### src/rtl/mem_loader_pkg.sv
// mem_loader_pkg: protocol bytes and FSM state encoding for mem_loader.
// Optional feature macro: MEM_LOADER_CHECKSUM_EN adds the CSUM state.
package mem_loader_pkg;

  localparam logic [7:0] OP_WRITE = 8'h57;  // 'W'
  localparam logic [7:0] OP_READ  = 8'h52;  // 'R'
  localparam logic [7:0] ACK      = 8'h06;
  localparam logic [7:0] NAK      = 8'h15;

  typedef enum logic [3:0] {
    ST_IDLE,
    ST_AHI,
    ST_ALO,
    ST_LEN,
    ST_WDATA,
    ST_RADDR,
    ST_RDATA,
    ST_ACK,
    ST_NAK
`ifdef MEM_LOADER_CHECKSUM_EN
    , ST_CSUM
`endif
  } state_t;

endpackage

### src/rtl/mem_loader_if.sv
// mem_loader_if: byte stream in, response stream out and the memory-side bus.
// master = the loader, slave = the UART/memory environment around it.
interface mem_loader_if #(parameter int ADDR_W = 15);

  logic [7:0]        rx_data;
  logic              rx_valid;
  logic              rx_ready;
  logic [7:0]        tx_data;
  logic              tx_valid;
  logic              tx_ready;
  logic [ADDR_W-1:0] mem_addr;
  logic [7:0]        mem_wdata;
  logic [7:0]        mem_rdata;
  logic              mem_we;
  logic              mem_oe;
  logic              busy;

  modport master (
    input  rx_data, rx_valid, tx_ready, mem_rdata,
    output rx_ready, tx_data, tx_valid, mem_addr, mem_wdata, mem_we, mem_oe, busy
  );

  modport slave (
    output rx_data, rx_valid, tx_ready, mem_rdata,
    input  rx_ready, tx_data, tx_valid, mem_addr, mem_wdata, mem_we, mem_oe, busy
  );

endinterface

### src/rtl/mem_loader.sv
// mem_loader: decodes 'W'/'R' block commands from a byte stream and drives a
// byte-wide memory. Optional macro MEM_LOADER_CHECKSUM_EN appends an 8-bit
// sum of the block's data bytes to every write and read response.
module mem_loader
  import mem_loader_pkg::*;
#(
  parameter int ADDR_W = 15
) (
  input  logic         clk,
  input  logic         reset_n,
  mem_loader_if.master bus
);

  state_t            state_reg, state_next;
  logic [7:0]        hi_reg, hi_next;          // latched addr_hi header byte
  logic [ADDR_W-1:0] ptr_reg, ptr_next;        // next write address
  logic [8:0]        cnt_reg, cnt_next;        // bytes remaining (256 fits)
  logic              is_read_reg, is_read_next;
  logic [ADDR_W-1:0] addr_reg, addr_next;
  logic [7:0]        wdata_reg, wdata_next;
  logic              we_reg, we_next;
  logic [7:0]        tx_data_reg, tx_data_next;
  logic              tx_valid_reg, tx_valid_next;
  logic              rx_ready_reg, rx_ready_next;
`ifdef MEM_LOADER_CHECKSUM_EN
  logic [7:0]        csum_reg, csum_next;
`endif

  logic        rx_accept;
  logic        tx_accept;
  logic [15:0] hdr_addr;

  assign rx_accept = bus.rx_valid && rx_ready_reg;
  assign tx_accept = tx_valid_reg && bus.tx_ready;
  assign hdr_addr  = {hi_reg, bus.rx_data};

  // Next-state and datapath decode; every response state first loads its
  // byte, then holds it until the sink takes it.
  always_comb begin
    state_next    = state_reg;
    hi_next       = hi_reg;
    ptr_next      = ptr_reg;
    cnt_next      = cnt_reg;
    is_read_next  = is_read_reg;
    addr_next     = addr_reg;
    wdata_next    = wdata_reg;
    we_next       = 1'b0;
    tx_data_next  = tx_data_reg;
    tx_valid_next = tx_valid_reg;
`ifdef MEM_LOADER_CHECKSUM_EN
    csum_next     = csum_reg;
`endif
    case (state_reg)
      ST_IDLE: begin
        if (rx_accept) begin
`ifdef MEM_LOADER_CHECKSUM_EN
          csum_next = 8'h00;
`endif
          if (bus.rx_data == OP_WRITE) begin
            is_read_next = 1'b0;
            state_next   = ST_AHI;
          end else if (bus.rx_data == OP_READ) begin
            is_read_next = 1'b1;
            state_next   = ST_AHI;
          end else begin
            state_next   = ST_NAK;
          end
        end
      end
      ST_AHI: begin
        if (rx_accept) begin
          hi_next    = bus.rx_data;
          state_next = ST_ALO;
        end
      end
      ST_ALO: begin
        if (rx_accept) begin
          ptr_next   = ADDR_W'(hdr_addr);
          state_next = ST_LEN;
        end
      end
      ST_LEN: begin
        if (rx_accept) begin
          cnt_next = (bus.rx_data == 8'h00) ? 9'd256 : {1'b0, bus.rx_data};
          if (is_read_reg) begin
            addr_next  = ptr_reg;
            state_next = ST_RADDR;
          end else begin
            state_next = ST_WDATA;
          end
        end
      end
      ST_WDATA: begin
        if (rx_accept) begin
          addr_next  = ptr_reg;
          wdata_next = bus.rx_data;
          we_next    = 1'b1;
          ptr_next   = ptr_reg + ADDR_W'(1);
          cnt_next   = cnt_reg - 9'd1;
`ifdef MEM_LOADER_CHECKSUM_EN
          csum_next  = csum_reg + bus.rx_data;
`endif
          if (cnt_reg == 9'd1) state_next = ST_ACK;
        end
      end
      ST_RADDR: begin
        tx_data_next  = bus.mem_rdata;
        tx_valid_next = 1'b1;
`ifdef MEM_LOADER_CHECKSUM_EN
        csum_next     = csum_reg + bus.mem_rdata;
`endif
        state_next    = ST_RDATA;
      end
      ST_RDATA: begin
        if (tx_accept) begin
          tx_valid_next = 1'b0;
          addr_next     = addr_reg + ADDR_W'(1);
          cnt_next      = cnt_reg - 9'd1;
          if (cnt_reg == 9'd1) begin
`ifdef MEM_LOADER_CHECKSUM_EN
            state_next = ST_CSUM;
`else
            state_next = ST_IDLE;
`endif
          end else begin
            state_next = ST_RADDR;
          end
        end
      end
      ST_ACK: begin
        if (!tx_valid_reg) begin
          tx_data_next  = ACK;
          tx_valid_next = 1'b1;
        end else if (bus.tx_ready) begin
          tx_valid_next = 1'b0;
`ifdef MEM_LOADER_CHECKSUM_EN
          state_next    = ST_CSUM;
`else
          state_next    = ST_IDLE;
`endif
        end
      end
`ifdef MEM_LOADER_CHECKSUM_EN
      ST_CSUM: begin
        if (!tx_valid_reg) begin
          tx_data_next  = csum_reg;
          tx_valid_next = 1'b1;
        end else if (bus.tx_ready) begin
          tx_valid_next = 1'b0;
          state_next    = ST_IDLE;
        end
      end
`endif
      ST_NAK: begin
        if (!tx_valid_reg) begin
          tx_data_next  = NAK;
          tx_valid_next = 1'b1;
        end else if (bus.tx_ready) begin
          tx_valid_next = 1'b0;
          state_next    = ST_IDLE;
        end
      end
      default: state_next = ST_IDLE;
    endcase
    rx_ready_next = (state_next inside {ST_IDLE, ST_AHI, ST_ALO, ST_LEN, ST_WDATA});
  end

  // State and output registers; reset abandons any partial block silently.
  always_ff @(posedge clk or negedge reset_n) begin
    if (!reset_n) begin
      state_reg    <= ST_IDLE;
      hi_reg       <= '0;
      ptr_reg      <= '0;
      cnt_reg      <= '0;
      is_read_reg  <= 1'b0;
      addr_reg     <= '0;
      wdata_reg    <= '0;
      we_reg       <= 1'b0;
      tx_data_reg  <= '0;
      tx_valid_reg <= 1'b0;
      rx_ready_reg <= 1'b0;
`ifdef MEM_LOADER_CHECKSUM_EN
      csum_reg     <= '0;
`endif
    end else begin
      state_reg    <= state_next;
      hi_reg       <= hi_next;
      ptr_reg      <= ptr_next;
      cnt_reg      <= cnt_next;
      is_read_reg  <= is_read_next;
      addr_reg     <= addr_next;
      wdata_reg    <= wdata_next;
      we_reg       <= we_next;
      tx_data_reg  <= tx_data_next;
      tx_valid_reg <= tx_valid_next;
      rx_ready_reg <= rx_ready_next;
`ifdef MEM_LOADER_CHECKSUM_EN
      csum_reg     <= csum_next;
`endif
    end
  end

  assign bus.rx_ready  = rx_ready_reg;
  assign bus.tx_data   = tx_data_reg;
  assign bus.tx_valid  = tx_valid_reg;
  assign bus.mem_addr  = addr_reg;
  assign bus.mem_wdata = wdata_reg;
  assign bus.mem_we    = we_reg;
  assign bus.mem_oe    = (state_reg == ST_RADDR);
  assign bus.busy      = (state_reg != ST_IDLE);

endmodule

### src/flat_wrapper.sv
// flat-port wrapper written by rule: the top's interface ports become plain ports
module mem_loader_flat import mem_loader_pkg::*;
#(
  parameter int ADDR_W = 15
)
  (clk, reset_n, bus_rx_data, bus_rx_valid, bus_tx_ready, bus_mem_rdata, bus_rx_ready, bus_tx_data, bus_tx_valid, bus_mem_addr, bus_mem_wdata, bus_mem_we, bus_mem_oe, bus_busy);
  mem_loader_if #(.ADDR_W(ADDR_W)) bus_i ();
  input  logic clk;
  input  logic reset_n;
  input wire logic [$bits(bus_i.rx_data)-1:0] bus_rx_data;
  input wire logic [$bits(bus_i.rx_valid)-1:0] bus_rx_valid;
  input wire logic [$bits(bus_i.tx_ready)-1:0] bus_tx_ready;
  input wire logic [$bits(bus_i.mem_rdata)-1:0] bus_mem_rdata;
  output wire logic [$bits(bus_i.rx_ready)-1:0] bus_rx_ready;
  output wire logic [$bits(bus_i.tx_data)-1:0] bus_tx_data;
  output wire logic [$bits(bus_i.tx_valid)-1:0] bus_tx_valid;
  output wire logic [$bits(bus_i.mem_addr)-1:0] bus_mem_addr;
  output wire logic [$bits(bus_i.mem_wdata)-1:0] bus_mem_wdata;
  output wire logic [$bits(bus_i.mem_we)-1:0] bus_mem_we;
  output wire logic [$bits(bus_i.mem_oe)-1:0] bus_mem_oe;
  output wire logic [$bits(bus_i.busy)-1:0] bus_busy;
  assign bus_i.rx_data = bus_rx_data;
  assign bus_i.rx_valid = bus_rx_valid;
  assign bus_i.tx_ready = bus_tx_ready;
  assign bus_i.mem_rdata = bus_mem_rdata;
  assign bus_rx_ready = bus_i.rx_ready;
  assign bus_tx_data = bus_i.tx_data;
  assign bus_tx_valid = bus_i.tx_valid;
  assign bus_mem_addr = bus_i.mem_addr;
  assign bus_mem_wdata = bus_i.mem_wdata;
  assign bus_mem_we = bus_i.mem_we;
  assign bus_mem_oe = bus_i.mem_oe;
  assign bus_busy = bus_i.busy;
  mem_loader #(.ADDR_W(ADDR_W)) u_core (.clk(clk), .reset_n(reset_n), .bus(bus_i));
endmodule
### config.mk
export PLATFORM = sky130hd
export DESIGN_NAME = mem_loader_flat
export DESIGN_NICKNAME = d
export VERILOG_FILES = /design/src/rtl/mem_loader_pkg.sv /design/src/rtl/mem_loader_if.sv /design/src/rtl/mem_loader.sv /design/src/flat_wrapper.sv
export SDC_FILE = /design/constraint.sdc
export NUM_CORES = 1
export LEC_CHECK = 0
export ABC_AREA = 1
export CELL_PAD_IN_SITES_DETAIL_PLACEMENT = 0
export CELL_PAD_IN_SITES_GLOBAL_PLACEMENT = 1
export CORE_MARGIN = 2
export CORE_UTILIZATION = 35
export DETAILED_ROUTE_END_ITERATION = 12
export MAX_ROUTING_LAYER = met4
export PLACE_DENSITY_LB_ADDON = 0.1
export SLEW_MARGIN = 20
export SYNTH_ARGS = -nofsm -noshare
export SYNTH_HDL_FRONTEND = slang
export SYNTH_SLANG_ARGS = --single-unit
### constraint.sdc
create_clock -name clk -period 1.8 [get_ports clk]
set_input_delay 0.18 -clock clk [delete_from_list [all_inputs] [get_ports clk]]
set_output_delay 0.18 -clock clk [all_outputs]
set_load 0.01 [all_outputs]
==> flow_summary.ini, run 1 <==
[status]
status = completed

[clocking]
clock_path_buffers = 2
cts_max_level = 3
cts-buffers-inserted = 9
worstSkewPairLatency_ns = 0.35
path_clk_slew_ns = 0.06
numClockSinks = 70
cts_tree = yes
cts_root_buf = clkbuf_16

[timing]
skew_ns = 0.00681
hold_violations = 0
tns_ns = 0
timing.final.crit_share = 0.944
finalSetupViolCount = 0
period_minus_slack_ns = 1.70
max_freq_mhz = 589
slew_headroom = 0.735
rsz0062_at_grt = true
worstMarginPinSlew_ns = 0.394
slew_violations = 0

[placement]
place_hpwl_um = 8150
routabilityCongestion = 0.889
port-buffer-count = 55
place_area_um2 = 5050
placedCellCount = 776

[power]
p_switching_mw = 3.62
power.clock.fraction = 0.203
power_density_nw_per_um2 = 1640
p_leak_nw = 2.50
vdd_drop_max_v = 0.000845
combPwrFrac = 0.467
cellInternalPower_mw = 5.23
total_power_mw = 8.85
swShare = 0.409
seqPwrFrac = 0.330

[critical_path]
endpoint_kind = flop
arrival_ns = 1.93
path_max_fanout = 9
crit_type = reg -> reg
worstPathRequired_ns = 2.03
start_kind = flop

[worst_hold_path]
hold_path_class = in -> async

[yosys]
avgSynthCellArea_um2 = 7.34
synth_fp_nets = 583
ys_async_sr_fraction = 1.00
synth_top_flop_cell = dfrtp_1
synth_seq_cells = 70
ys_seq_area_frac = 0.427
synth_edf_count = 0
synth.distinct_cells = 40
syn-instance-count = 559
ys_warn_count = 0
syn_area_um2 = 4100

[floorplan]
fp.dieH_um = 112
pin_count = 56
core.rowCount = 39
start_util = 0.359
die_w_um = 112
dieArea_um2 = 12600
core-area_um2 = 11400

[drt]
vias = 3912
wl_um = 11200
ant_nets = 0
drc_errors = 0
drtIter0Drc = 196
first_pass_iters = 4
via_per_inst = 4.91
routedWlPerCell_um = 14.1

[grt]
antenna_found_initial = 0
grt_pass1_wl_um = 18900
overflow = 0
grt_pass1_vias = 3852
grt_usage = 0.193
grt_max_degree = 71

[layout]
area_growth_pct = 31.9
drive_gt1_frac = 0.144
final_area_um2 = 5410
diodes = 0
seqCellArea_um2 = 1750
finalNetCount = 673
fin_cells = 797
multi_input_area_um2 = 2040
fill_cells = 1178

[run]
cap_violations = 0
## layer usage
layer,vias to the layer above,global-route usage,wire length [um],part of all wire
met5,-,-,0,0
met2,89,0.286,4960,0.44
met1,1785,0.265,5590,0.50
met4,0,0.0756,212,0.019
li1,2022,-,-,-
met3,16,0.0329,441,0.039
## logic make-up (layout without fill, tap and decap cells)
kind of cell | Yosys count | count (layout) | share of synthesized area
compound gates | 106 | 106 | 0.143
xor+xnor | 9 | 9 | 0.0192
fa+ha+maj | 4 | 4 | 0.0122
buf+inv | 77 | 172 | 0.0808
flops | 70 | 70 | 0.427
mux | 1 | 1 | 0.00244
simple gates | 292 | 292 | 0.315
## metrics by stage
step	hold WS, ns	setup slack [ns]	util
2_1_floorplan	-0.116	0.274	-
3_3_place_gp	0.245	0.0584	0.442
3_5_place_dp	0.248	0.0228	0.442
4_1_cts	0.402	0.00355	0.472
5_1_grt	0.420	-0.0158	0.474
6_report	0.394	0.101	0.474
## critical path: stages, from the launching register on
cell and delay [ns]:
dfrtp_2 0.42, buf_4 0.16, buf_4 0.15, nor2_4 0.13, nand3_2 0.11, o21ai_2 0.10
nor2_4 0.06, nand2_4 0.12, inv_2 0.09, buf_12 0.14, nand2_1 0.05, o21ai_1 0.06
## cell usage after synthesis (5+ instances only)
| cell | instances | area, um2 |
|---|---|---|
| a31oi_1 | 7 | 43.8 |
| nor3_1 | 11 | 55.1 |
| nand4_1 | 14 | 87.6 |
| o21ai_0 | 52 | 260 |
| nor2_1 | 56 | 210 |
| a21oi_1 | 18 | 90.1 |
| o21ai_1 | 10 | 50.1 |
| o22ai_1 | 7 | 43.8 |
| inv_1 | 53 | 199 |
| nor2_4 | 6 | 67.6 |
| nand2_1 | 154 | 578 |
| buf_2 | 5 | 25.0 |
| dfrtp_1 | 70 | 1750 |
| nand2_2 | 5 | 31.3 |
| xor2_1 | 8 | 70.1 |
| nand3_1 | 35 | 175 |
| inv_2 | 8 | 30.0 |
## cell usage in the layout, fill, tap and decap left out, drive strengths merged
master	synthesis	routed
dlygate4sd3	0	1
or2	2	2
xnor2	1	1
dlymetal6s2s	0	1
o21ai	65	65
a31oi	7	7
o211ai	4	4
o21a	1	1
nor3	12	12
clkinv	0	3
o21bai	1	1
a22oi	1	1
ha	4	4
dlygate4sd2	0	1
clkinvlp	0	3
nor2	64	64
nor3b	1	1
dfrtp	70	70
xor2	8	8
nand3b	1	1
clkbuf	4	9
nand3	37	37
o22ai	7	7
inv	62	62
nand2	160	160
buf	11	39
clkdlybuf4s50	0	52
a21boi	1	1
bufinv	0	1
o32ai	1	1
nor4	1	1
mux2i	1	1
nand4	14	14
a21oi	18	18
## area by class of cell
cell class,instances,area share
clock inverter,7,0.0139
inverter,62,0.0435
sequential,70,0.324
tap,143,0.0331
clock buffer,9,0.0416
multi-input combinational,412,0.377
timing repair buffer,94,0.167
## power by group through the flow
stage	clock [mW]	combinational, mW	sequential, mW
after floorplan	0	2.31	2.98
after global placement	0	4.03	2.95
after detailed placement	0	4.05	2.96
after CTS	1.85	4.15	2.92
after global routing	1.92	4.65	3.04
final	1.80	4.13	2.92
## timing repair
action / CTS / global route
resized for setup: 4 / 7
endpoints found under the setup margin: 2 / 24
pin swaps: 1 / 1
hold buffers: 1 / 0
buffers inserted: 4 / 0
hold endpoints to repair: 70 / 0
## path summary, 6_finish.rpt
path,cells after the start,slack [ns],endpoint,startpoint
setup / recovery,11,0.10,u_core.bus.mem_addr[3],u_core.state_reg[0]
hold / removal,3,0.39,u_core.bus.tx_data[3],reset_n
setup reg to reg,11,0.10,u_core.bus.mem_addr[3],u_core.state_reg[0]
hold reg to reg,2,0.48,u_core.bus.tx_data[2],u_core.bus.tx_data[2]
max in group asynchronous,3,1.08,u_core.state_reg[0],reset_n
min in group clk,3,0.40,u_core.bus.tx_data[3],bus_mem_rdata[3]
(Power assumes the default switching activity.)
==> run 2: changes to the inputs <==
--- a/config.mk
+++ b/config.mk
@@ -10,6 +10,7 @@
 export CELL_PAD_IN_SITES_GLOBAL_PLACEMENT = 1
 export CORE_MARGIN = 2
 export CORE_UTILIZATION = 35
+export CTS_CLUSTER_SIZE = 30
 export DETAILED_ROUTE_END_ITERATION = 12
 export MAX_ROUTING_LAYER = met4
 export PLACE_DENSITY_LB_ADDON = 0.1
==> results of run 2 <==
The final DEF is identical to that of run 1; final timing and power are the same.
==> run 3: changes to the inputs <==
--- a/config.mk
+++ b/config.mk
@@ -9,7 +9,7 @@
 export CELL_PAD_IN_SITES_DETAIL_PLACEMENT = 0
 export CELL_PAD_IN_SITES_GLOBAL_PLACEMENT = 1
 export CORE_MARGIN = 2
-export CORE_UTILIZATION = 35
+export CORE_UTILIZATION = 40
 export CTS_CLUSTER_SIZE = 30
 export DETAILED_ROUTE_END_ITERATION = 12
 export MAX_ROUTING_LAYER = met4
==> flow_summary.ini, run 3 (same netlist as run 1, synthesis figures left out) <==
[power]
p_switching_mw = 3.57
seqPwrFrac = 0.348
cellInternalPower_mw = 4.85
power.clock.fraction = 0.176
swShare = 0.424
combPwrFrac = 0.476
total_power_mw = 8.43
vdd_drop_max_v = 0.000658
power_density_nw_per_um2 = 1600
p_leak_nw = 2.43

[placement]
place_hpwl_um = 8010
place_area_um2 = 4980
placedCellCount = 762
port-buffer-count = 55
routabilityCongestion = 0.897

[floorplan]
core-area_um2 = 9860
die_w_um = 105
fp.dieH_um = 105
dieArea_um2 = 11100
pin_count = 56
core.rowCount = 36
start_util = 0.416

[timing]
slew_headroom = 0.703
max_freq_mhz = 589
worstMarginPinSlew_ns = 0.446
skew_ns = 0.0108
slew_violations = 0
timing.final.crit_share = 0.944
period_minus_slack_ns = 1.70
hold_violations = 0
rsz0062_at_grt = false
tns_ns = 0
finalSetupViolCount = 0

[worst_hold_path]
hold_path_class = in -> async

[layout]
diodes = 0
drive_gt1_frac = 0.138
layout_commonest_cell = nand2_1
final_area_um2 = 5270
fill_cells = 983
postLayoutCoreUtil = 0.534
area_growth_pct = 28.4
fin_cells = 783
most-common-layout-cells = 154 x nand2_1, 67 x dfrtp_1, 53 x nor2_1
finalNetCount = 669

[clocking]
cts_tree = yes
cts-buffers-inserted = 9
worstSkewPairLatency_ns = 0.35
cts_root_buf = clkbuf_8
numClockSinks = 70
path_clk_slew_ns = 0.08
clock_path_buffers = 2
cts_max_level = 3

[critical_path]
path_cells = inv_2 > nand2_1 > nor2_2 > inv_1 > dlygate4sd2_1
arrival_ns = 1.52
r2r_setup_slack_ns = 0.14
r2r_cells = 10
endpoint_kind = primary output
worstPathRequired_ns = 1.62
max_stage_delay_ns = 0.44
r2r-end = u_core.bus.mem_addr[3]
worstReg2RegStart = u_core.state_reg[3]
path_max_fanout = 5
start_kind = flop
slowest_stage = dfrtp_2
crit_type = reg -> out

[grt]
overflow = 0
grt_usage = 0.212
grt_pass1_wl_um = 18500
antenna_found_initial = 0
grt_max_degree = 45
grt_pass1_vias = 3776

[drt]
via_per_inst = 5.07
drtIter0Drc = 253
ant_nets = 0
wl_um = 10800
drc_errors = 0
vias = 3966
routedWlPerCell_um = 13.8
first_pass_iters = 5

[run]
cap_violations = 0

[status]
status = completed
-- run 3: metal layers --
metal,GRT usage,part of all wire
met5,-,0
met3,0.0489,0.053
met1,0.292,0.49
met2,0.323,0.45
met4,0.0390,0.0076
-- run 3: power groups by stage --
stage	combinational, mW	sequential, mW	clock, mW
finish	4.01	2.94	1.48
global route	4.51	3.05	1.59
CTS	4.01	2.92	1.53
detailed placement	3.92	2.96	0
global placement	3.88	2.94	0
floorplan	2.31	2.98	0
-- run 3: what timing repair did --
action,CTS,global route
endpoints found under the hold margin,17,0
setup buffers,3,0
endpoints found under the setup margin,2,18
gates resized for setup,6,4
cloned,0,1
pin swaps,1,2
hold buffers,1,0
-- run 3: worst max-delay path, delay by kind of cell (launching register included) --
family	cells	cell delay (ns)
flops	1	0.44
buf+inv	3	0.46
simple gates	2	0.25
-- run 3: final cells by class --
| cell class | instances | area (um2) | share of cell area |
|---|---|---|---|
| multi-input combinational | 413 | 2040 | 0.388 |
| inverter | 62 | 235 | 0.0447 |
| timing repair buffer | 89 | 838 | 0.159 |
| clock inverter | 7 | 104 | 0.0197 |
| tap | 133 | 166 | 0.0316 |
| sequential | 70 | 1760 | 0.333 |
| clock buffer | 9 | 124 | 0.0235 |
-- run 3: stage by stage --
step                      setup slack [ns]  hold WS (ns)
after floorplan                      0.274        -0.116
after global placement              0.0755         0.160
after detailed placement            0.0441         0.151
after CTS                           0.0343         0.307
after global routing               0.00263         0.326
final                                0.101         0.304
-- run 3: worst max path at each step --
stage,startpoint,to,slack [ns]
finish,u_core.state_reg[3],bus_busy,0.10
detailed placement,bus_rx_valid,u_core.bus.mem_addr[2],0.04
global route,u_core.state_reg[3],bus_busy,0.003
floorplan,u_core.bus.mem_addr[0],u_core.bus.mem_addr[12],0.27
CTS,u_core.state_reg[0],u_core.bus.tx_data[1],0.03
global placement,bus_rx_valid,u_core.bus.mem_addr[2],0.08
